**src/rtl/mem_arb_pkg.sv**
```systemverilog
// mem_arb_pkg: state codes, owner codes and latency-counter sizing shared by mem_port_arbiter
package mem_arb_pkg;
  localparam logic [1:0] IDLE = 2'd0;
  localparam logic [1:0] WAIT = 2'd1;
  localparam logic [1:0] RESP = 2'd2;
  localparam logic OWN_I = 1'b0;
  localparam logic OWN_D = 1'b1;
  function automatic int cnt_w(input int latency);
    return $clog2(latency + 1);
  endfunction
endpackage

```
**src/rtl/mem_port_arbiter_if.sv**
```systemverilog
// mem_port_arbiter_if: fetch (i_*), data (d_*) and memory (mem_*) buses; slave = arbiter side, master = pipeline/memory side
interface mem_port_arbiter_if #(
  parameter int ADDR_W = 32,
  parameter int DATA_W = 32
);
  logic i_req;
  logic [ADDR_W-1:0] i_addr;
  logic [DATA_W-1:0] i_rdata;
  logic i_ack;
  logic d_req;
  logic d_we;
  logic [ADDR_W-1:0] d_addr;
  logic [DATA_W-1:0] d_wdata;
  logic [DATA_W-1:0] d_rdata;
  logic d_ack;
  logic mem_cs;
  logic mem_we;
  logic [ADDR_W-1:0] mem_addr;
  logic [DATA_W-1:0] mem_wdata;
  logic [DATA_W-1:0] mem_rdata;
  modport slave (
    input i_req, i_addr, d_req, d_we, d_addr, d_wdata, mem_rdata,
    output i_rdata, i_ack, d_rdata, d_ack, mem_cs, mem_we, mem_addr, mem_wdata
  );
  modport master (
    output i_req, i_addr, d_req, d_we, d_addr, d_wdata, mem_rdata,
    input i_rdata, i_ack, d_rdata, d_ack, mem_cs, mem_we, mem_addr, mem_wdata
  );
endinterface

```
**src/rtl/arb_age_counter.sv**
```systemverilog
// arb_age_counter: saturating up-counter with synchronous clear; ports clk, rst, clr, inc, cnt
module arb_age_counter #(
  parameter int LIMIT = 4,
  parameter int W = $clog2(LIMIT + 1)
) (
  input  logic clk,
  input  logic rst,
  input  logic clr,
  input  logic inc,
  output logic [W-1:0] cnt
);
  always_ff @(posedge clk)
    if (rst || clr) cnt <= '0;
    else if (inc && cnt != W'(LIMIT)) cnt <= cnt + 1'b1;
endmodule

```
**src/rtl/mem_port_arbiter.sv**
```systemverilog
// mem_port_arbiter: shares one fixed-latency memory between fetch and data ports (clk, rst, bus: mem_port_arbiter_if.slave, pipe_stall); ARB_AGING_EN adds fetch aging
module mem_port_arbiter
  import mem_arb_pkg::*;
#(
  parameter int ADDR_W = 32,
  parameter int DATA_W = 32,
  parameter int LATENCY = 2,
  parameter int AGE_LIMIT = 4
) (
  input  logic clk,
  input  logic rst,
  mem_port_arbiter_if.slave bus,
  output logic pipe_stall
);
  localparam int CW = cnt_w(LATENCY);
  logic [1:0] state;
  logic owner;
  logic rd;
  logic [CW-1:0] cnt;
  logic pick_i;
  logic pick_rd;
  logic issue;
`ifdef ARB_AGING_EN
  localparam int AW = $clog2(AGE_LIMIT + 1);
  logic [AW-1:0] age;
  arb_age_counter #(.LIMIT(AGE_LIMIT), .W(AW)) u_age (
    .clk(clk),
    .rst(rst),
    .clr(state == IDLE && (!bus.i_req || pick_i)),
    .inc(state == IDLE && bus.i_req && bus.d_req && !pick_i),
    .cnt(age)
  );
  assign pick_i = bus.i_req && (!bus.d_req || age == AW'(AGE_LIMIT));
`else
  logic unused_age;
  assign unused_age = ^AGE_LIMIT;
  assign pick_i = bus.i_req && !bus.d_req;
`endif
  assign issue = state == IDLE && (bus.i_req || bus.d_req);
  assign pick_rd = pick_i || !bus.d_we;
  assign pipe_stall = (bus.i_req & ~bus.i_ack) | (bus.d_req & ~bus.d_ack);
  // reads wait LATENCY cycles after the mem_cs cycle for mem_rdata; writes finish at once
  always_ff @(posedge clk) begin
    if (rst) begin
      state <= IDLE;
      owner <= OWN_I;
      rd <= 1'b0;
      cnt <= '0;
      bus.i_ack <= 1'b0;
      bus.d_ack <= 1'b0;
      bus.i_rdata <= '0;
      bus.d_rdata <= '0;
      bus.mem_cs <= 1'b0;
      bus.mem_we <= 1'b0;
      bus.mem_addr <= '0;
      bus.mem_wdata <= '0;
    end else begin
      bus.i_ack <= 1'b0;
      bus.d_ack <= 1'b0;
      bus.mem_cs <= issue;
      bus.mem_we <= issue && !pick_i && bus.d_we;
      bus.mem_addr <= !issue ? '0 : pick_i ? bus.i_addr : bus.d_addr;
      bus.mem_wdata <= (issue && !pick_i) ? bus.d_wdata : '0;
      if (issue) begin
        state <= WAIT;
        owner <= pick_i ? OWN_I : OWN_D;
        rd <= pick_rd;
        cnt <= pick_rd ? CW'(LATENCY) : '0;
      end else if (state == WAIT) begin
        if (cnt != '0) cnt <= cnt - 1'b1;
        else begin
          state <= RESP;
          bus.i_ack <= owner == OWN_I;
          bus.d_ack <= owner == OWN_D;
          if (rd && owner == OWN_I) bus.i_rdata <= bus.mem_rdata;
          if (rd && owner == OWN_D) bus.d_rdata <= bus.mem_rdata;
        end
      end else state <= IDLE;
    end
  end
endmodule

```
**src/flat_wrapper.sv**
```systemverilog
// flat-port wrapper written by rule: the top's interface ports become plain ports
module mem_port_arbiter_flat import mem_arb_pkg::*;
#(
  parameter int ADDR_W = 32,
  parameter int DATA_W = 32,
  parameter int LATENCY = 2,
  parameter int AGE_LIMIT = 4
)
  (clk, rst, pipe_stall, bus_i_req, bus_i_addr, bus_d_req, bus_d_we, bus_d_addr, bus_d_wdata, bus_mem_rdata, bus_i_rdata, bus_i_ack, bus_d_rdata, bus_d_ack, bus_mem_cs, bus_mem_we, bus_mem_addr, bus_mem_wdata);
  mem_port_arbiter_if #(.ADDR_W(ADDR_W), .DATA_W(DATA_W)) bus_i ();
  input  logic clk;
  input  logic rst;
  output logic pipe_stall;
  input wire logic [$bits(bus_i.i_req)-1:0] bus_i_req;
  input wire logic [$bits(bus_i.i_addr)-1:0] bus_i_addr;
  input wire logic [$bits(bus_i.d_req)-1:0] bus_d_req;
  input wire logic [$bits(bus_i.d_we)-1:0] bus_d_we;
  input wire logic [$bits(bus_i.d_addr)-1:0] bus_d_addr;
  input wire logic [$bits(bus_i.d_wdata)-1:0] bus_d_wdata;
  input wire logic [$bits(bus_i.mem_rdata)-1:0] bus_mem_rdata;
  output wire logic [$bits(bus_i.i_rdata)-1:0] bus_i_rdata;
  output wire logic [$bits(bus_i.i_ack)-1:0] bus_i_ack;
  output wire logic [$bits(bus_i.d_rdata)-1:0] bus_d_rdata;
  output wire logic [$bits(bus_i.d_ack)-1:0] bus_d_ack;
  output wire logic [$bits(bus_i.mem_cs)-1:0] bus_mem_cs;
  output wire logic [$bits(bus_i.mem_we)-1:0] bus_mem_we;
  output wire logic [$bits(bus_i.mem_addr)-1:0] bus_mem_addr;
  output wire logic [$bits(bus_i.mem_wdata)-1:0] bus_mem_wdata;
  assign bus_i.i_req = bus_i_req;
  assign bus_i.i_addr = bus_i_addr;
  assign bus_i.d_req = bus_d_req;
  assign bus_i.d_we = bus_d_we;
  assign bus_i.d_addr = bus_d_addr;
  assign bus_i.d_wdata = bus_d_wdata;
  assign bus_i.mem_rdata = bus_mem_rdata;
  assign bus_i_rdata = bus_i.i_rdata;
  assign bus_i_ack = bus_i.i_ack;
  assign bus_d_rdata = bus_i.d_rdata;
  assign bus_d_ack = bus_i.d_ack;
  assign bus_mem_cs = bus_i.mem_cs;
  assign bus_mem_we = bus_i.mem_we;
  assign bus_mem_addr = bus_i.mem_addr;
  assign bus_mem_wdata = bus_i.mem_wdata;
  mem_port_arbiter #(.ADDR_W(ADDR_W), .DATA_W(DATA_W), .LATENCY(LATENCY), .AGE_LIMIT(AGE_LIMIT)) u_core (.clk(clk), .rst(rst), .bus(bus_i), .pipe_stall(pipe_stall));
endmodule
```
**config.mk**
```make
export PLATFORM = sky130hd
export DESIGN_NAME = mem_port_arbiter_flat
export DESIGN_NICKNAME = d
export VERILOG_FILES = /design/src/rtl/mem_arb_pkg.sv /design/src/rtl/mem_port_arbiter_if.sv /design/src/rtl/arb_age_counter.sv /design/src/rtl/mem_port_arbiter.sv /design/src/flat_wrapper.sv
export SDC_FILE = /design/constraint.sdc
export NUM_CORES = 1
export LEC_CHECK = 0
export ABC_AREA = 1
export BUFFER_PORTS_ARGS = -buffer_cell sky130_fd_sc_hd__buf_2
export CAP_MARGIN = 15
export CORE_ASPECT_RATIO = 1.4
export CORE_MARGIN = 4
export CORE_UTILIZATION = 49
export DETAILED_ROUTE_END_ITERATION = 8
export PLACE_DENSITY = 0.84
export SKIP_LAST_GASP = 1
export SYNTH_ARGS = -nofsm -noshare
export SYNTH_HDL_FRONTEND = slang
export SYNTH_SLANG_ARGS = --single-unit
```
**constraint.sdc**
```tcl
create_clock -name clk -period 4 [get_ports clk]
set_input_delay 0.8 -clock clk [delete_from_list [all_inputs] [get_ports clk]]
set_output_delay 0.8 -clock clk [all_outputs]
set_load 0.005 [all_outputs]
```
==> results.yml, run 1 <==
place:
  numPortBuffers: 265
  dp_slack_ps: 1580
  globalplace.congestion: 0.807
  dp_hpwl_um: 10700
  dp.cells: 1116
sta:
  setup_viol: 0
  hold_slack_ps: 438
  rsz0062_at_grt: "false"
  finalCriticalPeriod_ps: 2310
  hold_viol: 0
  relSlewSlack_pct: 26.4
  fmax_mhz: 433
  worstMarginPinSlew_ps: 1100
  tns_ps: 0
  clock_skew_ps: 7.37
  fin_ws_ps: 1690
  slew_violations: 0
  fin_crit_sh_pct: 57.8
grt:
  grt_use_total_pct: 21.7
  grt_pass1_wl_um: 22600
  overflow: 0
  grt_max_degree: 67
  antenna_found_initial: 0
  grt_pass1_vias: 4821
critical_path:
  cp.depth: 6
  crit_top_cell: "nand2_1"
  startpoint_type: "flop"
  path_max_fanout: 33
  slowest_delay_ps: 730
  r2r_setup_slack_ps: 1690
  end_kind: "flop"
  cpLargestDelayFamily: "simple AND/OR/NAND/NOR gates"
  cp_data_arrival_time_ps: 2640
  path_buf_inv: 1
  rr_worst_depth: 6
  crit_chain: "nand2_1 -> nor2_4 -> nand3_2 -> nand2_1 -> inv_1 -> nor2_1"
  crit_path_top_delay_cell: "nand3_2"
  path_class: "reg2reg"
  critPathRequiredTime_ps: 4330
finish:
  fin_cells: 1149
  area_delta_synth_final_pct: 35.1
  fill_cells: 983
  drive_gt1_share_pct: 31.2
  final_common_cell: "buf_2"
  layout_common_cells: "265 x buf_2, 176 x nand2_1, 139 x inv_1, 138 x dfxtp_1, 137 x nor2_1"
  diodes: 0
  final_net_count: 1129
route:
  vias_per_cell: 4.66
  dr.first_iter.drc_count: 240
  ant_nets: 0
  wire_per_inst_um: 12.8
  firstDrtPassIters: 5
  wirelength_um: 14700
  vias: 5356
  drc: 0
min_path:
  hold_depth: 1
  hp-class: "reg2reg"
yosys:
  ys_async_sr_fraction_pct: 0
  syn_area_um2: 5410
  synth.yosys.seq_area_share_pct: 51.0
  synth_cell_type_count: 21
  ys_ff_latch: 138
  synth_nets: 884
  synth_area_per_cell_um2: 7.22
  ys.flop_type: "dfxtp_1"
  synth_edf_count: 0
  syn_inst: 750
  yosysWarnings: 0
clocking:
  tritoncts: "built"
  worstSkewPairLatency_ps: 400
  clockBufferDepth: 2
  cts_resized: 0
  path_clk_slew_ps: 60
  hold_buffers: 0
  htree_num_levels: 4
  root_buffer: "clkbuf_16"
  cts.sinks: 138
  postCtsSetupBuffers: 0
  cts_made_buffers: 17
die:
  coreArea_um2: 10800
  die_x_um: 96.8
  die_h_um: 132
  std_cell_rows: 45
  dieArea_um2: 12800
  start_util_pct: 50.1
  io_pins: 266
power:
  p_leak_nw: 4.09
  finalPower_w: 0.00348
  power_density_nw_per_um2: 476
  ir_drop_mv: 0.318
run_status:
  status: "complete, no violations"
run:
  drv_cap: 0
-- synthesized netlist by cell type, types with 2 or more instances --
library cell,number,area [µm²]
buf_6,10,113
nor2_1,138,518
nand2_2,2,12.5
a21oi_1,34,170
inv_2,2,7.51
buf_2,21,105
nand4_1,64,400
nand3_1,2,10.0
clkbuf_1,7,26.3
buf_1,7,26.3
nand2_1,176,661
dfxtp_1,138,2760
nor2_4,2,22.5
inv_1,140,526
-- state kept, by name, summed over array words and instances, names as in the netlist --
name,cells
u_core.bus.mem_cs,1
u_core.bus.mem_we,1
u_core.owner,1
u_core.rd,1
u_core.cnt,2
u_core.bus.d_ack,1
u_core.bus.d_rdata,32
u_core.bus.mem_addr,32
u_core.bus.i_ack,1
u_core.bus.mem_wdata,32
u_core.bus.i_rdata,32
u_core.state,2
-- kinds of logic after synthesis --
| kind of cell | Yosys count | share of synthesized area [%] |
|---|---|---|
| AOI/OAI and AO/OA | 37 | 3.49 |
| adders and majority gates | 1 | 0.231 |
| buffers and inverters | 187 | 14.8 |
| DFF | 138 | 51.0 |
| and+or+nand+nor | 387 | 30.4 |
-- through the flow --
step	util, %	instance area [µm²]
finish	67.6	7310
CTS	67.5	7300
floorplan	-	5410
detailed placement	61.9	6690
global placement	61.9	6690
global route	67.6	7310
-- power by group --
part           switching [W]  total, W  internal, W
registers          0.0000239   0.00146      0.00144
logic               0.000275  0.000427     0.000151
clock network       0.000587   0.00159      0.00100
-- cell type report --
| cell class | instances | area [µm²] | share of cell area (%) |
|---|---|---|---|
| Clock buffer | 18 | 439 | 6.01 |
| Inverter | 142 | 533 | 7.29 |
| Clock inverter | 14 | 169 | 2.31 |
| Tap cell | 141 | 176 | 2.41 |
| Timing Repair Buffer | 271 | 1380 | 18.9 |
| Sequential cell | 138 | 2760 | 37.8 |
| Multi-Input combinational cell | 425 | 1850 | 25.3 |
-- path summary, 6_finish.rpt --
check | to | start
setup / recovery | u_core.bus.d_rdata[29]$_SDFFE_PP0P_ | u_core.rd$_SDFFE_PP0P_
hold / removal | u_core.cnt[0]$_SDFFE_PP0P_ | u_core.cnt[0]$_SDFFE_PP0P_
setup reg to reg | u_core.bus.d_rdata[29]$_SDFFE_PP0P_ | u_core.rd$_SDFFE_PP0P_
hold reg to reg | u_core.cnt[0]$_SDFFE_PP0P_ | u_core.cnt[0]$_SDFFE_PP0P_
-- metal layers --
layer  part of all wire (%)  GRT usage, %  vias to the layer above
met5                      0             0                        -
met4                    2.6          9.60                        0
met3                    7.8          7.31                       29
met2                     53          39.9                      224
met1                     37          22.0                     2353
li1                       -             -                     2750
No activity file was read; power rests on OpenSTA's default activity.
==> inputs of run 2 (changes only) <==
CORE_UTILIZATION = 46   (was 49)
PLACE_DENSITY = 0.79   (was 0.84)
clock period = 2.22 ns   (was 4 ns; I/O delays follow)
==> run 2 against run 1 <==
Effect of this change:
- fmax up 37%
- cell area up 1.4%
- highest routed layer unchanged
- critical path type unchanged
- final cell count up 1.1%
- count of clock-buffer cells in the layout up 4
- sequential cell count unchanged
==> results.yml, run 2 (same netlist as run 1, synthesis figures left out) <==
run_status:
  status: "complete, no violations"
sta:
  rsz0062_at_grt: "false"
  relSlewSlack_pct: 57.5
  tns_ps: 0
  setup_viol: 0
  slew_violations: 0
  fin_ws_ps: 537
  fmax_mhz: 594
  fin_crit_sh_pct: 75.8
  worstMarginPinSlew_ps: 637
  finalCriticalPeriod_ps: 1680
  clock_skew_ps: 9.35
  hold_viol: 0
die:
  start_util_pct: 47.5
  dieArea_um2: 13600
  coreArea_um2: 11400
  die_h_um: 136
  die_x_um: 99.7
  std_cell_rows: 46
  io_pins: 266
clocking:
  tritoncts: "built"
  root_buffer: "clkbuf_16"
  clockBufferDepth: 2
  cts.sinks: 138
  hold_buffers: 0
  worstSkewPairLatency_ps: 410
  cts_resized: 0
  htree_num_levels: 4
  cts_made_buffers: 17
  path_clk_slew_ps: 60
  postCtsSetupBuffers: 0
route:
  firstDrtPassIters: 5
  ant_nets: 0
  wire_per_inst_um: 12.8
  vias_per_cell: 4.57
  drc: 0
  vias: 5308
  wirelength_um: 14900
  dr.first_iter.drc_count: 218
grt:
  antenna_found_initial: 1
  overflow: 0
  grt_use_total_pct: 21.3
  grt_pass1_wl_um: 22700
  grt_max_degree: 67
  grt_pass1_vias: 4873
power:
  power_density_nw_per_um2: 858
  p_leak_nw: 4.13
  ir_drop_mv: 0.505
finish:
  seqCellArea_um2: 2760
  final_util_pct: 65.1
  multi_input_area_um2: 1850
  final_net_count: 1138
  drive_gt1_share_pct: 31.4
  layout_common_cells: "265 x buf_2, 176 x nand2_1, 139 x inv_1, 138 x dfxtp_1, 137 x nor2_1"
  final_area_um2: 7410
  area_delta_synth_final_pct: 37.0
  final_common_cell: "buf_2"
  fill_cells: 1040
place:
  globalplace.congestion: 0.896
  place_area_um2: 6790
  numPortBuffers: 265
  dp_slack_ps: 483
  dp_hpwl_um: 11000
min_path:
  hp-class: "in2reg"
critical_path:
  path_max_fanout: 32
  path_class: "reg2reg"
  cp_data_arrival_time_ps: 2020
  startpoint_type: "flop"
  end_kind: "flop"
  critPathRequiredTime_ps: 2550
run:
  drv_cap: 0
[run 2: critical path, stage by stage (launching register included)]
cell and delay, ps:
dfxtp_1 300, inv_1 70, ha_2 400, nand3_1 190, nor2_4 120, buf_4 330
nor2_1 70, nor2_1 120
[run 2: layout make-up]
cell class | count | area share, %
inverters | 142 | 7.19
repair buffers | 280 | 19.7
diodes | 1 | 0.0338
clock buffers | 22 | 6.13
multi-input cells | 425 | 25.0
flip-flops and latches | 138 | 37.3
well taps | 144 | 2.43
clock inverters | 10 | 2.23
[run 2: final timing paths]
| check | start | endpoint | slack [ps] | cells past startpoint |
|---|---|---|---|---|
| worst max-delay path | u_core.cnt[0]$_SDFFE_PP0P_ | u_core.bus.i_rdata[28]$_SDFFE_PP0P_ | 540 | 7 |
| worst min-delay path | bus_d_wdata[2] | u_core.bus.mem_wdata[2]$_SDFF_PP0_ | 250 | 3 |
| worst max register to register | u_core.cnt[0]$_SDFFE_PP0P_ | u_core.bus.i_rdata[28]$_SDFFE_PP0P_ | 540 | 7 |
| worst min register to register | u_core.cnt[0]$_SDFFE_PP0P_ | u_core.cnt[0]$_SDFFE_PP0P_ | 420 | 1 |
[run 2: report_power, final]
group | total, W | switching, W | internal [W]
Clock | 0.00293 | 0.00102 | 0.00191
Combinational | 0.000788 | 0.000497 | 0.000292
Sequential | 0.00263 | 0.0000397 | 0.00259
Total | 0.00636 | 0.00156 | 0.00480
[run 2: stage by stage]
| step | std cells | hold WS (ps) | power (W) |
|---|---|---|---|
| 3_3_place_gp | 1129 | 416 | 0.00346 |
| 4_1_cts | 1161 | 228 | 0.00641 |
| 5_1_grt | 1162 | 225 | 0.00662 |
| 2_1_floorplan | 750 | 403 | 0.00317 |
| 3_5_place_dp | 1129 | 425 | 0.00347 |
| 6_report | 1162 | 245 | 0.00636 |
[run 2: routing by layer]
metal	wire [µm]	global-route usage (%)	vias to the layer above
met2	7680	36.8	223
met4	465	11.2	0
met1	5270	21.9	2285
met3	1450	8.47	30
li1	-	-	2770
met5	0	0	-
==> inputs of run 3 (changes only) <==
clock period = 1.7 ns   (was 2.22 ns; I/O delays follow)
==> run 3 against run 2 <==
Effect of this change:
- sequential power is 31% higher
- sequential share of layout area shrank 0.075 points
- via count up 0.73%
- clock skew rose by 4.4 ps
- worst setup slack lost 270 ps
- clock power up 22%
- critical path depth shrank 1
- non-clock buffer count stayed put
- die area did not move
==> results.yml, run 3 (same netlist as run 1, synthesis figures left out) <==
sta:
  clock_skew_ps: 13.8
  rsz0062_at_grt: "false"
  tns_ps: 0
  hold_slack_ps: 138
  hold_viol: 0
  relSlewSlack_pct: 76.0
  fin_crit_sh_pct: 84.1
  fin_ws_ps: 270
  worstMarginPinSlew_ps: 360
  slew_violations: 0
  finalCriticalPeriod_ps: 1430
  setup_viol: 0
  fmax_mhz: 699
finish:
  final_net_count: 1138
  final_util_pct: 65.2
  diodes: 0
  final_common_cell: "buf_2"
  fill_cells: 1017
  area_delta_synth_final_pct: 37.2
  drive_gt1_share_pct: 31.7
  layout_common_cells: "265 x buf_2, 176 x nand2_1, 139 x inv_1, 138 x dfxtp_1, 137 x nor2_1"
grt:
  antenna_found_initial: 0
  grt_pass1_vias: 5116
  grt_pass1_wl_um: 23700
  overflow: 0
  grt_max_degree: 65
  grt_use_total_pct: 22.1
clocking:
  cts_made_buffers: 17
  clockBufferDepth: 2
  postCtsSetupBuffers: 0
  hold_buffers: 0
  tritoncts: "built"
  cts_resized: 0
  cts.sinks: 138
  root_buffer: "clkbuf_16"
  path_clk_slew_ps: 60
  worstSkewPairLatency_ps: 410
  htree_num_levels: 4
power:
  finalPower_w: 0.00809
  p_int_w: 0.00596
  p_clk_share_pct: 44.1
  ir_drop_mv: 0.648
  power.switching_w: 0.00212
  pwr-share-comb_pct: 13.3
  p_leak_nw: 4.14
  p_seq_share_pct: 42.5
  power_density_nw_per_um2: 1090
  switching_share_pct: 26.3
place:
  dp_slack_ps: 270
  globalplace.congestion: 0.829
  dp_hpwl_um: 11200
  numPortBuffers: 265
die:
  coreArea_um2: 11400
  std_cell_rows: 46
  die_x_um: 99.7
  io_pins: 266
  die_h_um: 136
  dieArea_um2: 13600
  start_util_pct: 47.5
critical_path:
  end_kind: "flop"
  critPathRequiredTime_ps: 2000
  r2r_setup_slack_ps: 270
  startpoint_type: "flop"
  path_class: "reg2reg"
  cp_data_arrival_time_ps: 1730
  path_max_fanout: 23
min_path:
  hp-class: "in2reg"
route:
  ant_nets: 0
  wirelength_um: 15200
  drc: 0
  vias_per_cell: 4.61
  firstDrtPassIters: 4
  vias: 5347
  dr.first_iter.drc_count: 234
  wire_per_inst_um: 13.1
run_status:
  status: "complete, no violations"
run:
  drv_cap: 0
run 3: through the flow:
stage / area, µm² / cells
2_1_floorplan: 5410 / 750
3_3_place_gp: 6850 / 1129
3_5_place_dp: 6850 / 1129
4_1_cts: 7430 / 1160
5_1_grt: 7430 / 1160
6_report: 7430 / 1160
run 3: power by group through the flow:
stage	clock [W]	sequential (W)	combinational [W]
floorplan	0	0.00353	0.000608
global placement	0	0.00351	0.00106
detailed placement	0	0.00351	0.00107
CTS	0.00364	0.00344	0.00108
global route	0.00377	0.00345	0.00121
finish	0.00357	0.00344	0.00108
run 3: per-layer routing:
layer | vias to the layer above | GRT usage, % | share of wire (%)
met5 | - | 0 | 0
met3 | 32 | 6.62 | 8.0
met1 | 2336 | 23.1 | 36
met4 | 0 | 11.8 | 3.4
met2 | 215 | 39.3 | 53
li1 | 2764 | - | -
run 3: path summary, 6_finish.rpt:
check	start	endpoint	depth (start not counted)
worst max register to register	u_core.rd$_SDFFE_PP0P_	u_core.bus.d_rdata[23]$_SDFFE_PP0P_	6
worst min register to register	u_core.cnt[0]$_SDFFE_PP0P_	u_core.cnt[0]$_SDFFE_PP0P_	1
worst max-delay path	u_core.rd$_SDFFE_PP0P_	u_core.bus.d_rdata[23]$_SDFFE_PP0P_	6
worst min-delay path	bus_d_wdata[10]	u_core.bus.mem_wdata[10]$_SDFF_PP0_	3
run 3: cell type report:
type	count	area, µm²	area share, %
clock buffers	17	425	5.73
clock inverters	14	149	2.00
inverters	142	533	7.18
multi-input cells	425	1850	24.9
flip-flops and latches	138	2760	37.2
well taps	144	180	2.43
repair buffers	280	1530	20.5
run 3: critical path, stage by stage (launching register included):
cell and delay (ps):
dfxtp_1 360, nand2_1 100, nor2_4 280, buf_4 330, nand4_1 120, nand2_1 90, nor2_1 50
